`src/rtl/stream_pkg.sv`:
```
// ---------------------------------------------------------------------------
// stream_pkg
//   Shared definitions for the stream_word_packer write-side feeder.
//   - state_t     : packer FSM states (pack samples / post-burst idle gap)
//   - lane_width  : width of a lane index for a given samples-per-word ratio
//   - OUT_W       : packed word width for the default sample width and ratio
// ---------------------------------------------------------------------------
package stream_pkg;

    typedef enum logic [0:0] {
        ST_PACK = 1'b0,
        ST_GAP  = 1'b1
    } state_t;

    localparam int IN_W_DEF  = 8;
    localparam int RATIO_DEF = 2;
    localparam int OUT_W     = IN_W_DEF * RATIO_DEF;

    // A lane index is always at least one bit, even for RATIO == 1.
    function automatic int lane_width(input int ratio);
        return (ratio > 1) ? $clog2(ratio) : 1;
    endfunction

endpackage

```
`src/rtl/stream_word_packer.sv`:
```
// ---------------------------------------------------------------------------
// stream_word_packer
//   Packs RATIO narrow samples (LSB lane first) into one word and emits it as
//   a single-cycle write strobe to the ping-pong async FIFO controller.
//   Words are grouped into bursts of BURST_LEN; after each burst (or frame
//   end) s_ready is held low so the downstream push FSM can swap FIFOs.
//
// Ports
//   clk_in      in   write-side clock
//   rst_n       in   asynchronous active-low reset
//   s_data      in   input sample (IN_W bits)
//   s_valid     in   sample valid
//   s_last      in   last sample of frame (qualified by s_valid && s_ready)
//   s_ready     out  sample accepted when s_valid && s_ready
//   hold        in   downstream pause; only gates s_ready
//   m_data      out  packed word (IN_W*RATIO bits) -> controller data_in
//   m_en        out  1-cycle write strobe -> controller data_in_en
//   burst_done  out  pulse with m_en of the last word of a burst/frame
//   frame_done  out  pulse with m_en of the word carrying s_last
//   words_sent  out  32-bit wrapping count of m_en strobes
//                    (present only when PACKER_WORD_CNT_EN is defined)
//
// Build option: `define PACKER_WORD_CNT_EN adds the words_sent counter/port.
// ---------------------------------------------------------------------------
module stream_word_packer
    import stream_pkg::*;
#(
    parameter int              IN_W      = IN_W_DEF,
    parameter int              RATIO     = RATIO_DEF,
    parameter int              BURST_LEN = 512,
    parameter int              GAP_CYC   = 4,
    parameter logic [IN_W-1:0] PAD_VAL   = '0
) (
    input  logic                  clk_in,
    input  logic                  rst_n,
    input  logic [IN_W-1:0]       s_data,
    input  logic                  s_valid,
    input  logic                  s_last,
    output logic                  s_ready,
    input  logic                  hold,
    output logic [IN_W*RATIO-1:0] m_data,
    output logic                  m_en,
    output logic                  burst_done,
`ifdef PACKER_WORD_CNT_EN
    output logic [31:0]           words_sent,
`endif
    output logic                  frame_done
);

    localparam int P_OUT_W = IN_W * RATIO;
    localparam int LANE_W  = lane_width(RATIO);
    localparam int WCNT_W  = $clog2(BURST_LEN + 1);
    localparam int GAP_W   = $clog2(GAP_CYC + 1);

    state_t              r_state;
    logic [LANE_W-1:0]   r_lane;
    logic [WCNT_W-1:0]   r_word_cnt;
    logic [GAP_W-1:0]    r_gap_cnt;
    logic [IN_W-1:0]     r_lanes [RATIO];
    logic [P_OUT_W-1:0]  r_m_data;
    logic                r_m_en;
    logic                r_burst_done;
    logic                r_frame_done;

    logic                w_ready;
    logic                w_accept;
    logic                w_word_done;
    logic                w_burst_end;
    logic [WCNT_W-1:0]   w_word_cnt_nxt;
    logic [P_OUT_W-1:0]  w_word;

    assign w_ready        = (r_state == ST_PACK) && !hold;
    assign w_accept       = s_valid && w_ready;
    assign w_word_done    = w_accept && (s_last || (r_lane == LANE_W'(RATIO - 1)));
    assign w_word_cnt_nxt = r_word_cnt + WCNT_W'(1);
    // A frame end that also fills the burst still yields just one gap.
    assign w_burst_end    = w_word_done && (s_last || (w_word_cnt_nxt == WCNT_W'(BURST_LEN)));

    // Completed word: stored lanes below the current one, the incoming sample
    // in the current lane, and PAD_VAL above it (only reachable on s_last).
    always_comb begin
        w_word = '0;
        for (int unsigned k = 0; k < RATIO; k++) begin
            if (LANE_W'(k) < r_lane) begin
                w_word[k*IN_W +: IN_W] = r_lanes[k];
            end else if (LANE_W'(k) == r_lane) begin
                w_word[k*IN_W +: IN_W] = s_data;
            end else begin
                w_word[k*IN_W +: IN_W] = PAD_VAL;
            end
        end
    end

    always_ff @(posedge clk_in or negedge rst_n) begin
        if (!rst_n) begin
            r_state      <= ST_PACK;
            r_lane       <= '0;
            r_word_cnt   <= '0;
            r_gap_cnt    <= '0;
            r_m_data     <= '0;
            r_m_en       <= 1'b0;
            r_burst_done <= 1'b0;
            r_frame_done <= 1'b0;
            for (int unsigned k = 0; k < RATIO; k++) begin
                r_lanes[k] <= '0;
            end
        end else begin
            r_m_en       <= w_word_done;
            r_burst_done <= w_burst_end;
            r_frame_done <= w_word_done && s_last;
            if (w_word_done) begin
                r_m_data <= w_word;
            end

            case (r_state)
                ST_PACK: begin
                    if (w_accept) begin
                        if (w_word_done) begin
                            r_lane <= '0;
                            if (w_burst_end) begin
                                r_word_cnt <= '0;
                                r_gap_cnt  <= '0;
                                r_state    <= ST_GAP;
                            end else begin
                                r_word_cnt <= w_word_cnt_nxt;
                            end
                        end else begin
                            r_lanes[r_lane] <= s_data;
                            r_lane          <= r_lane + LANE_W'(1);
                        end
                    end
                end
                ST_GAP: begin
                    // The m_en cycle of the final word is gap_cnt==0, so the
                    // GAP_CYC idle cycles follow it.
                    if (r_gap_cnt == GAP_W'(GAP_CYC)) begin
                        r_gap_cnt <= '0;
                        r_state   <= ST_PACK;
                    end else begin
                        r_gap_cnt <= r_gap_cnt + GAP_W'(1);
                    end
                end
                default: r_state <= ST_PACK;
            endcase
        end
    end

`ifdef PACKER_WORD_CNT_EN
    logic [31:0] r_words_sent;

    // Advances on the same edge that raises m_en, so it tracks the strobe.
    always_ff @(posedge clk_in or negedge rst_n) begin
        if (!rst_n) begin
            r_words_sent <= '0;
        end else if (w_word_done) begin
            r_words_sent <= r_words_sent + 32'd1;
        end
    end

    assign words_sent = r_words_sent;
`endif

    assign s_ready    = w_ready;
    assign m_data     = r_m_data;
    assign m_en       = r_m_en;
    assign burst_done = r_burst_done;
    assign frame_done = r_frame_done;

endmodule
```
`config.mk`:
```
export PLATFORM = sky130hd
export DESIGN_NAME = stream_word_packer
export DESIGN_NICKNAME = d
export VERILOG_FILES = /design/src/rtl/stream_pkg.sv /design/src/rtl/stream_word_packer.sv
export SDC_FILE = /design/constraint.sdc
export NUM_CORES = 1
export LEC_CHECK = 0
export ABC_CLOCK_PERIOD_IN_PS = 5400
export BUFFER_PORTS_ARGS = -buffer_cell sky130_fd_sc_hd__buf_2
export CORE_MARGIN = 4
export CORE_UTILIZATION = 55
export DETAILED_ROUTE_END_ITERATION = 10
export GPL_ROUTABILITY_DRIVEN = 0
export MAX_ROUTING_LAYER = met4
export PLACE_DENSITY = 0.8
export SYNTH_ARGS = -nofsm -noshare
export SYNTH_HDL_FRONTEND = slang
export SYNTH_SLANG_ARGS = --single-unit
```
`constraint.sdc`:
```
create_clock -name clk_in -period 5.4 [get_ports clk_in]
set_clock_uncertainty 0.2 [all_clocks]
set_input_delay 1.08 -clock clk_in [delete_from_list [all_inputs] [get_ports clk_in]]
set_output_delay 1.08 -clock clk_in [all_outputs]
set_load 0.005 [all_outputs]
```
; ---- After elaboration in Yosys (flattened, before gate mapping)
; Cells that the tools add are included.
; Widths: inputs -> output; s select.
[totals]
regBits = 50
input_bits = 13
output_inout_bits = 20
[classes]
n_addsub = 3
n_lt_le_gt_ge = 4
n_eq_ne = 5
n_mux = 19
n_bitwise = 3
n_reduce_logical = 13
[op_table]
columns = op, n
row1 = $mux 8, 5
row2 = $bwmux 16, 1
row3 = $mux 3, 4
row4 = $add 10x1->10 const B, 1
row5 = $eq 10x10->1 const B, 1
row6 = $mux 10, 1
row7 = $reduce_and 3->1, 3
row8 = $demux 8 s1, 1
row9 = $logic_and 1x1->1, 6
row10 = $ne 2x2->1 const B, 3
row11 = $pmux 3 s2, 1
row12 = $mux 1, 5
row13 = $add 3x1->3 const B, 1
row14 = $eq 3x3->1 const B, 1
row15 = $ge 2x2->1 const B, 1
row16 = $logic_or 1x1->1, 2
row17 = $lt 1x1->1 const A, 2
row18 = $lt 2x1->1 const B, 1
row19 = $not 1->1, 2
row20 = $not 1->2, 1
row21 = $pmux 1 s2, 1
row22 = $reduce_and 2->1, 1
row23 = $add 1x1->1 const B, 1
row24 = $logic_not 1->1, 1

; ---- Depth between registers and ports, before layout
; Gate-level depths: netlist (run 1).
[logic_depth]
word_depth = 9
ltp_mapped = 8
ltp_nobuf = 6

; ---- Least setup slack after synthesis (run 1)
; Ideal clock, no wire load.
[synth_timing]
kind = input to register
start = input port hold
end = register r_gap_cnt[2]
setup_ns = 0.125
t_arrival_ns = 2.349
required_time_ns = 5.075
setup_slack_ns = 2.726
stages = 7
path_cell_list = nand4bb_1 > buf_2 > a221oi_1 > nand3_1 > o31ai_4 > buf_6 > o21ai_1
[synth_between]
elab_chain_len = 7
word_cells_on_any_way = 9
[synth_lines]
columns = item, line_no
row1 = "start, declared", stream_word_packer.sv:40  ; input logic hold,
row2 = $logic_not 1->1, stream_word_packer.sv:72  ; assign w_ready = (r_state == ST_PACK) && !hold;
row3 = $logic_and 1x1->1, stream_word_packer.sv:72
row4 = $logic_and 1x1->1, stream_word_packer.sv:73  ; assign w_accept = s_valid && w_ready;
row5 = $logic_and 1x1->1, stream_word_packer.sv:74  ; assign w_word_done = w_accept && (s_last || (r_lane == LANE_W'(RATIO - 1)));
row6 = $logic_and 1x1->1, stream_word_packer.sv:77  ; assign w_burst_end = w_word_done && (s_last || (w_word_cnt_nxt == WCNT_W'(BURST_LEN)));
row7 = net w_burst_end, stream_word_packer.sv:68  ; logic w_burst_end;
row8 = $ne 2x2->1 (no source line), -
row9 = $reduce_and 3->1 (no source line), -
row10 = "end signal, assigned", stream_word_packer.sv:140  ; r_gap_cnt <= r_gap_cnt + GAP_W'(1);
row11 = "end, declared", stream_word_packer.sv:58  ; logic [GAP_W-1:0] r_gap_cnt;
; The timed path passes the listed nets, and every way through them passes these cells.
; A chain may end at the register's enable or synchronous reset.

; ---- Worst setup path in the final report (run 1)
[layout_timing]
start = input port hold
end = register r_word_cnt[3]
[layout_between]
elab_chain_len = 6
word_cells_on_any_way = 7
[layout_lines]
columns = item, line_no
row1 = $logic_not 1->1 *, stream_word_packer.sv:72
row2 = $logic_and 1x1->1 *, stream_word_packer.sv:72
row3 = $logic_and 1x1->1 *, stream_word_packer.sv:73
row4 = $logic_and 1x1->1, stream_word_packer.sv:74
row5 = $logic_and 1x1->1, stream_word_packer.sv:77
row6 = $mux 10, stream_word_packer.sv:120  ; if (w_burst_end) begin
row7 = "end signal, assigned", stream_word_packer.sv:125  ; r_word_cnt <= w_word_cnt_nxt;
row8 = "end, declared", stream_word_packer.sv:57  ; logic [WCNT_W-1:0] r_word_cnt;
; Every way passes the cells marked *; elsewhere a longest branch is shown, timed or not.

==> results.txt, run 1 <==
The number of nets in the synthesized netlist came out at just under 200. The count of placed standard cells including taps is ~250. The number of antenna cells inserted is 0. For this run the aggregate overflow at the end of global routing stands at 0. The setup slack of the critical path after layout is 2320 ps. In the synthesized netlist, the number of instances is 183.

The flow ran to the end, and the final reports show no timing, DRC or antenna violations. The top-level I/O count came out at 33. The post-synthesis average cell area is ~11 um2. The total routing resource utilization after global routing is about a fifth. The time the final worst path needs with I/O delays and setup is 3080 ps. The clock insertion delay at the later pin of the skew report came out at 290 ps.

The synthesized design spends more area on one cell type than any other, namely sky130_fd_sc_hd__dfrtp_1. Summing the sequential cell areas from Yosys gives a little over half of the chip area. The total of flip-flops plus latches after synthesis came out at 42. The placed instances occupy a cell area of 0.00218 mm2. The worst slack at placement came out at 2020 ps. TritonCTS built the clock tree. The cell area after layout came out at 0.00230 mm2. The class of the most critical setup path is primary input to flip-flop. The initial antenna violation count came out at 0.

In the synthesized netlist the dominant register cell turns out to be sky130_fd_sc_hd__dfrtp_1. The largest fanout of any net on the critical path came out at 21. The path class of the tightest hold or removal check is flip-flop to flip-flop.

The number of CTS-inserted buffers came out at 5. Summing over every cut layer, the via total after detailed routing is 1,514. The count of flip-flops with a built-in enable after synthesis came out at 0. Entering global routing, the biggest net connects 43 pins. The hold buffer count at CTS came out at 0. The synthesized design devotes to its leading area cell type 52.2% of total area. Counting every sink on the clock net gives 42.

After layout, the design draws a total of 1.09 mW. By area the synthesized netlist is led by sky130_fd_sc_hd__dfrtp_1 52%, sky130_fd_sc_hd__mux2i_1 4.5%, sky130_fd_sc_hd__mux2_2 4.5%. In this run the tightest slew margin relative to its limit is 39.5%. The die covers roughly 0.0047 mm2. Grouping stages by cell kind, the critical path spends the most delay in simple AND/OR/NAND/NOR gates. The measured slew at the worst slew-check pin is between 900 and 1000 ps. Yosys mapped the design onto 43 distinct sky130hd cell types. The global routing stage identified its most utilized layer as met2. Summing every instance area after synthesis gives slightly above 0.002 mm2. The number of DRC violations after detailed routing came out at 0. The layout overhead on the synthesized area came out at 14.2%. The maximum clock frequency came out at 325 MHz. The vertical die dimension is 68.5 um. Detailed placement finished with a half-perimeter wire length of about 2.7 mm. After detailed routing, the average wire length per cell comes to 15.3 um. The via count of the first global-routing pass is 1,449. The data arrival time at the worst-slack endpoint came out at 3040 ps.

In the final timing run, aggregate negative setup slack is 0 ps. The final-stage net count is 226. The number of buffers and inverters on the critical path is 3. Summed over all cells, the static leakage comes to 1.07 nW. The number of warnings printed during yosys synthesis is 0. On the worst path, the slowest cell contributes a delay of 620 ps. For this block, the routed nets add up to 3.93 mm of wire.

The number of gates resized after cts came out at 0. The number of standard cells in the final layout excluding fillers came out at 257. The share of flip-flops with an asynchronous set or reset came out at 100%. The via count normalized by instance count is 5.89.

The final clock period utilization by the worst path is between 50 and 60%. The layout cell share with drive strength beyond 1 is 27.5%. The number of cells on the worst reg-to-reg path is 7. The global-route wire length before repair came out at ~6.7 mm. The met2 track demand over resource in global routing is 31.3%.

The number of placement rows is 21. The number of maximum-capacitance constraint violations is 0. The power per standard cell area is roughly 470 mW/mm2. The pre-antenna-repair detailed-routing pass consisted of 4 iterations. The number of H-tree levels is 2. In this run the remaining antenna-violating nets after routing total 0. For the worst setup path, the data required time is 5360 ps. The number of buffers on the longest clock path came out at 2. The largest individual stage delay along the critical path comes from the cell sky130_fd_sc_hd__nor2_2. The terminus of the critical flop-to-flop path is r_word_cnt[3]. The slack of the worst reg-to-reg path is 2610 ps. STA classifies the critical path startpoint as a primary input. The cell sitting at the root of the clock tree is a sky130_fd_sc_hd__clkbuf_8.

Following the worst setup path forward leads to its endpoint at r_word_cnt[3]. The critical path starts at hold. In the layout the commonest cells are 42 x sky130_fd_sc_hd__dfrtp_1, 32 x sky130_fd_sc_hd__buf_2, 22 x sky130_fd_sc_hd__nand2_1.

The initial utilization of the core area, before any placement, comes to 58.5%. The post-CTS repair timing setup buffer count came out at 0. The floorplan step set the die width to 68.5 um.

For this run, global-route usage on met1 was measured as 25.5%. The number of hold violations in the final report came out at 0. The startpoint identified for the worst register-to-register timing path is r_state. The total stage count of the critical path is 8. The clock input transition at the sequential cells of the worst setup and hold paths came out at 80 ps.

The final max-slew violation count came out at 0. Setup repair after global routing left no endpoint under its margin. The worst IR drop on VDD came out at 0.288 mV. The DRC marker count from the first detailed-route iteration came out at 108. The standard cell core area is approximately 0.0034 mm2.

Walking the worst path, the cells encountered are buf_2, nand4bb_1, inv_1, nor2_2, buf_4, nor3_1, a21oi_1, o21ai_1. Leaving out fill and tap cells, the most frequent cell in the layout is sky130_fd_sc_hd__dfrtp_1. The total of endpoints with negative setup slack in the final report is 0. The count of input and output buffers came out at 32. For this run, global-route usage on met3 was measured as under 10%. STA classifies the critical path endpoint as a flip-flop.
-- worst min path at each step --
stage,slack [ps],cells after the start,to,startpoint
2_1_floorplan,270,2,m_data[0],m_data[0]
3_3_place_gp,260,2,m_data[1],m_data[1]
3_5_place_dp,260,2,m_data[0],m_data[0]
4_1_cts,280,2,m_data[0],m_data[0]
5_1_grt,290,2,m_data[0],m_data[0]
6_report,280,2,m_data[2],m_data[2]
-- metal layers --
layer	part of all wire (%)	vias up	routed length, um
met3	3.4	4	132
met2	51	32	1990
met1	45	760	1780
met5	0	-	0
li1	-	718	-
met4	0.76	0	30
-- area by class of cell --
type | instances | area (um2)
inverters | 5 | 18.8
flip-flops and latches | 42 | 1050
multi-input cells | 122 | 882
well taps | 46 | 57.6
repair buffers | 34 | 175
clock buffers | 5 | 68.8
clock inverters | 3 | 45.0
fillers | 240 | 1140
-- flip-flops by register name, summed over array words and instances (netlist names) --
name	count
r_lane	1
r_gap_cnt	3
r_word_cnt	10
burst_done	1
m_en	1
m_data	16
r_lanes	8
r_state	1
frame_done	1
-- where the power goes --
part           switching (mW)  internal [mW]
clock network           0.109          0.137
registers               0.103          0.433
logic                   0.135          0.169
-- per-stage QoR --
| stage | hold WS, ps | utilization, % |
|---|---|---|
| detailed placement | 264 | 63.5 |
| floorplan | 273 | - |
| CTS | 282 | 66.8 |
| finish | 278 | 66.8 |
| global placement | 259 | 63.5 |
| global route | 292 | 66.8 |
-- kinds of logic (layout without fill, tap and decap cells) --
family                   after synthesis  in the layout  synth area share (%)
multiplexers                          17             17                  8.96
AO/OA/AOI/OAI                         44             44                  15.6
buffers and inverters                 19             47                  4.35
XOR/XNOR                               2              2                 0.871
adder cells (fa/ha/maj)                3              3                  1.87
AND/OR/NAND/NOR                       56             56                  16.1
flip-flops                            42             42                  52.2
-- worst reg2reg max path: stages (launching register included) --
cell and delay, ps:
sky130_fd_sc_hd__dfrtp_1 550, sky130_fd_sc_hd__nand4bb_1 440, sky130_fd_sc_hd__inv_1 160, sky130_fd_sc_hd__nor2_2 620, sky130_fd_sc_hd__buf_4 360, sky130_fd_sc_hd__nor3_1 90, sky130_fd_sc_hd__a21oi_1 160, sky130_fd_sc_hd__o21ai_1 70
-- cells in the mapped netlist (all sizes together), types with 2 or more instances --
master   count
dfrtp       42
nand2       22
o21ai       17
buf          9
mux2i        9
a22o         8
mux2         8
nand3        7
clkbuf       5
inv          5
o211ai       5
nor3         4
o31ai        4
or3          4
ha           3
nand4        3
nor2         3
o41ai        3
a21oi        2
nand4bb      2
nor4bb       2
or2          2
(Power assumes the default switching activity.)
==> inputs of run 2 (changes only) <==
Settings changed: ABC_CLOCK_PERIOD_IN_PS 5400 to 2700, CORE_UTILIZATION 55 to 50, PLACE_DENSITY 0.8 to 0.77.
Clock period 5.4 ns to 2.7 ns, I/O delays scaled along.
==> results.txt, run 2 (synthesized netlist as in run 1, its figures left out) <==
The die boundary width is 71.4 um (+4.3%). The library cells used most frequently in the layout, excluding fill and tap cells, are 42 x sky130_fd_sc_hd__dfrtp_1, 32 x sky130_fd_sc_hd__buf_2, 22 x sky130_fd_sc_hd__nand2_1. The critical path goes through ha_1, and4_1, nor4bb_1, nor3_1, o31ai_4, buf_4, o41ai_1. The final clock period utilization by the worst path came out at 88.4%.

The initial antenna violation count is 0 (unchanged). The total of endpoints with negative setup slack in the final report came out at 0 (unchanged). The number of flip-flops in the largest register is 16 (unchanged). The number of placement rows came to 22 (+4.8%). The final max-slew violation count is 0 (unchanged). The cell area after layout came out at 0.00235 mm2 (+2.1%).

The total routing resource utilization after global routing came to 16.9% (-3.0 points). The count of placed standard cells including taps is 257 (+3.2%). The required arrival time at the worst endpoint was 2690 ps (-2670 ps). The standard cell core area came out at 0.00377 mm2 (+9.6%).

The number of H-tree levels came out at 2 (unchanged). The number of antenna cells inserted came out at 0 (unchanged). The layout overhead on the synthesized area came out at 16.6%. The largest net degree at the start of global routing came out at 33 (-23%). The layout cell share with drive strength beyond 1 is 28.9% (+1.4 points).

The number of buffers and inverters on the critical path came out at 1 (-2). The total negative setup slack came out at 0 ps (unchanged). The number of buffers on the longest clock path came out at 2 (unchanged). The data arrival time at the worst-slack endpoint is 2370 ps (-670 ps).

The nature of the critical path endpoint is a flip-flop. On the critical path the largest part of the delay comes from simple AND/OR/NAND/NOR gates. The number of maximum-capacitance constraint violations came out at 0 (unchanged). The final wirelength is 3.86 mm (-1.7%). The worst hold path belongs to the class flip-flop to flip-flop. The count of input and output buffers came out at 32 (unchanged).

The top-level I/O count is 33 (unchanged). The worst hold slack after final layout is 275 ps (-2.68 ps). The time the final worst path needs with I/O delays and setup came out at 2390 ps. The die footprint was 0.00510 mm2 (+8.8%). The total power came to 2.11 mW (+95%). The power per standard cell area came out at 901 mW/mm2 (+91%). The half-perimeter wire length of the detailed placement result came to 2.75 mm (+2.6%). Setup repair after global routing left no endpoint under its margin. The number of standard cells in the final layout excluding fillers is 266 (+3.5%). The number of DRC violations after detailed routing is 0 (unchanged). The worst IR drop on VDD came to 0.564 mV (+96%).

The area after detailed placement came out at 0.00224 mm2 (+2.7%). The residual overflow from global routing was 0 (unchanged). The via count of the first global-routing pass came out at 1,451 (+0.14%).

The number of CTS-inserted buffers is 5 (unchanged). The static leakage power came out at 1.10 nW (+3.4%). The final-stage net count came out at 233 (+3.1%). The setup slack of the critical path after layout came out at 314 ps (-2010 ps). The number of gates resized after cts is 0 (unchanged).

The run finished with clean final reports. The final core utilization came out at 62.2% (-4.6 points). The overall via count from detail_route is 1,524 (+0.66%). Leaving out fill and tap cells, the most frequent cell in the layout is sky130_fd_sc_hd__dfrtp_1. The largest incremental delay on the critical path is 450 ps (-170 ps). The initial core utilization is 53.4% (-5.1 points). The wire length per cell is 14.5 um (-5.1%). The CTS tree is done. The max-slew headroom at the worst pin is 66.2% (+27 points). The largest fanout of any net on the critical path came out at 13 (-38%).

The number of iterations in the first detailed-routing pass came to 4 (unchanged). The worst slack at placement is 334 ps (-1680 ps). The number of hold violations in the final report is 0 (unchanged). The clock input transition at the sequential cells of the worst setup and hold paths is 80 ps (about the same).

The worst setup path is launched from a flip-flop. The measured slew at the worst slew-check pin came to 504 ps (-403 ps). The sink count of the clock tree is 42 (unchanged).

The class of the most critical setup path is flip-flop to flip-flop. The clock insertion delay at the later pin of the skew report came to 290 ps (about the same). The DRC marker count from the first detailed-route iteration came out at 129 (+19%).

The via count normalized by instance count is 5.73 (-2.7%). The global-route wire length before repair was 6.76 mm (+0.63%). The clock root buffer is sky130_fd_sc_hd__clkbuf_8.

The worst-path cell with the longest stage delay is sky130_fd_sc_hd__dfrtp_1. For this run, the top clock speed supported by timing is 419 MHz. The vertical die dimension is 71.4 um (+4.3%). The number of nets still failing antenna checks after routing is 0 (unchanged).
run 2: changes by cell type in the layout (fill, tap and decap cells not counted), sizes merged:
cell and delta:
clkinvlp -2, buf +6, dlygate4sd3 +1, clkbuf +2, clkinv +1, bufinv -1
run 2: area by class of cell:
type                       instances  area, um2
clock buffer                       7       86.3
clock inverter                     1       5.00
fill                             307       1430
inverter                           5       18.8
multi-input combinational        122        882
sequential                        42       1050
tap                               48       60.1
timing repair buffer              41        243
run 2: what timing repair did:
action                    in CTS  in global routing
hold buffers                   1                  0
setup buffers                  0                  0
hold endpoints to repair      14                  0
run 2: path summary, 6_finish.rpt:
check | depth (start not counted) | slack (ps) | to | startpoint
hold reg to reg | 2 | 280 | m_data[4] | m_data[4]
hold / removal | 2 | 280 | m_data[4] | m_data[4]
setup / recovery | 7 | 310 | r_word_cnt[6] | r_word_cnt[0]
max in group asynchronous | 3 | 1290 | r_word_cnt[0] | rst_n
min in group asynchronous | 2 | 480 | burst_done | rst_n
setup reg to reg | 7 | 310 | r_word_cnt[6] | r_word_cnt[0]
run 2: layer usage:
layer  part of all wire, %  vias up  global-route usage, %
met5                     0        -                      -
met4                  0.78        0                   3.55
met3                   5.0        5                   4.63
met2                    47       37                   25.8
met1                    47      751                   22.8
li1                      -      731                      -
run 2: worst reg2reg max path, stage by stage (launching register included):
cell                       delay (ps)
sky130_fd_sc_hd__dfrtp_1          450
sky130_fd_sc_hd__ha_1             270
sky130_fd_sc_hd__and4_1           210
sky130_fd_sc_hd__nor4bb_1         150
sky130_fd_sc_hd__nor3_1           440
sky130_fd_sc_hd__o31ai_4           80
sky130_fd_sc_hd__buf_4            200
sky130_fd_sc_hd__o41ai_1          290
run 2: where the power goes:
group          total, mW  leakage, nW  switching [mW]  internal [mW]
Sequential          1.04        0.523           0.178          0.866
Combinational      0.656        0.533           0.295          0.360
Clock              0.413       0.0482           0.207          0.206
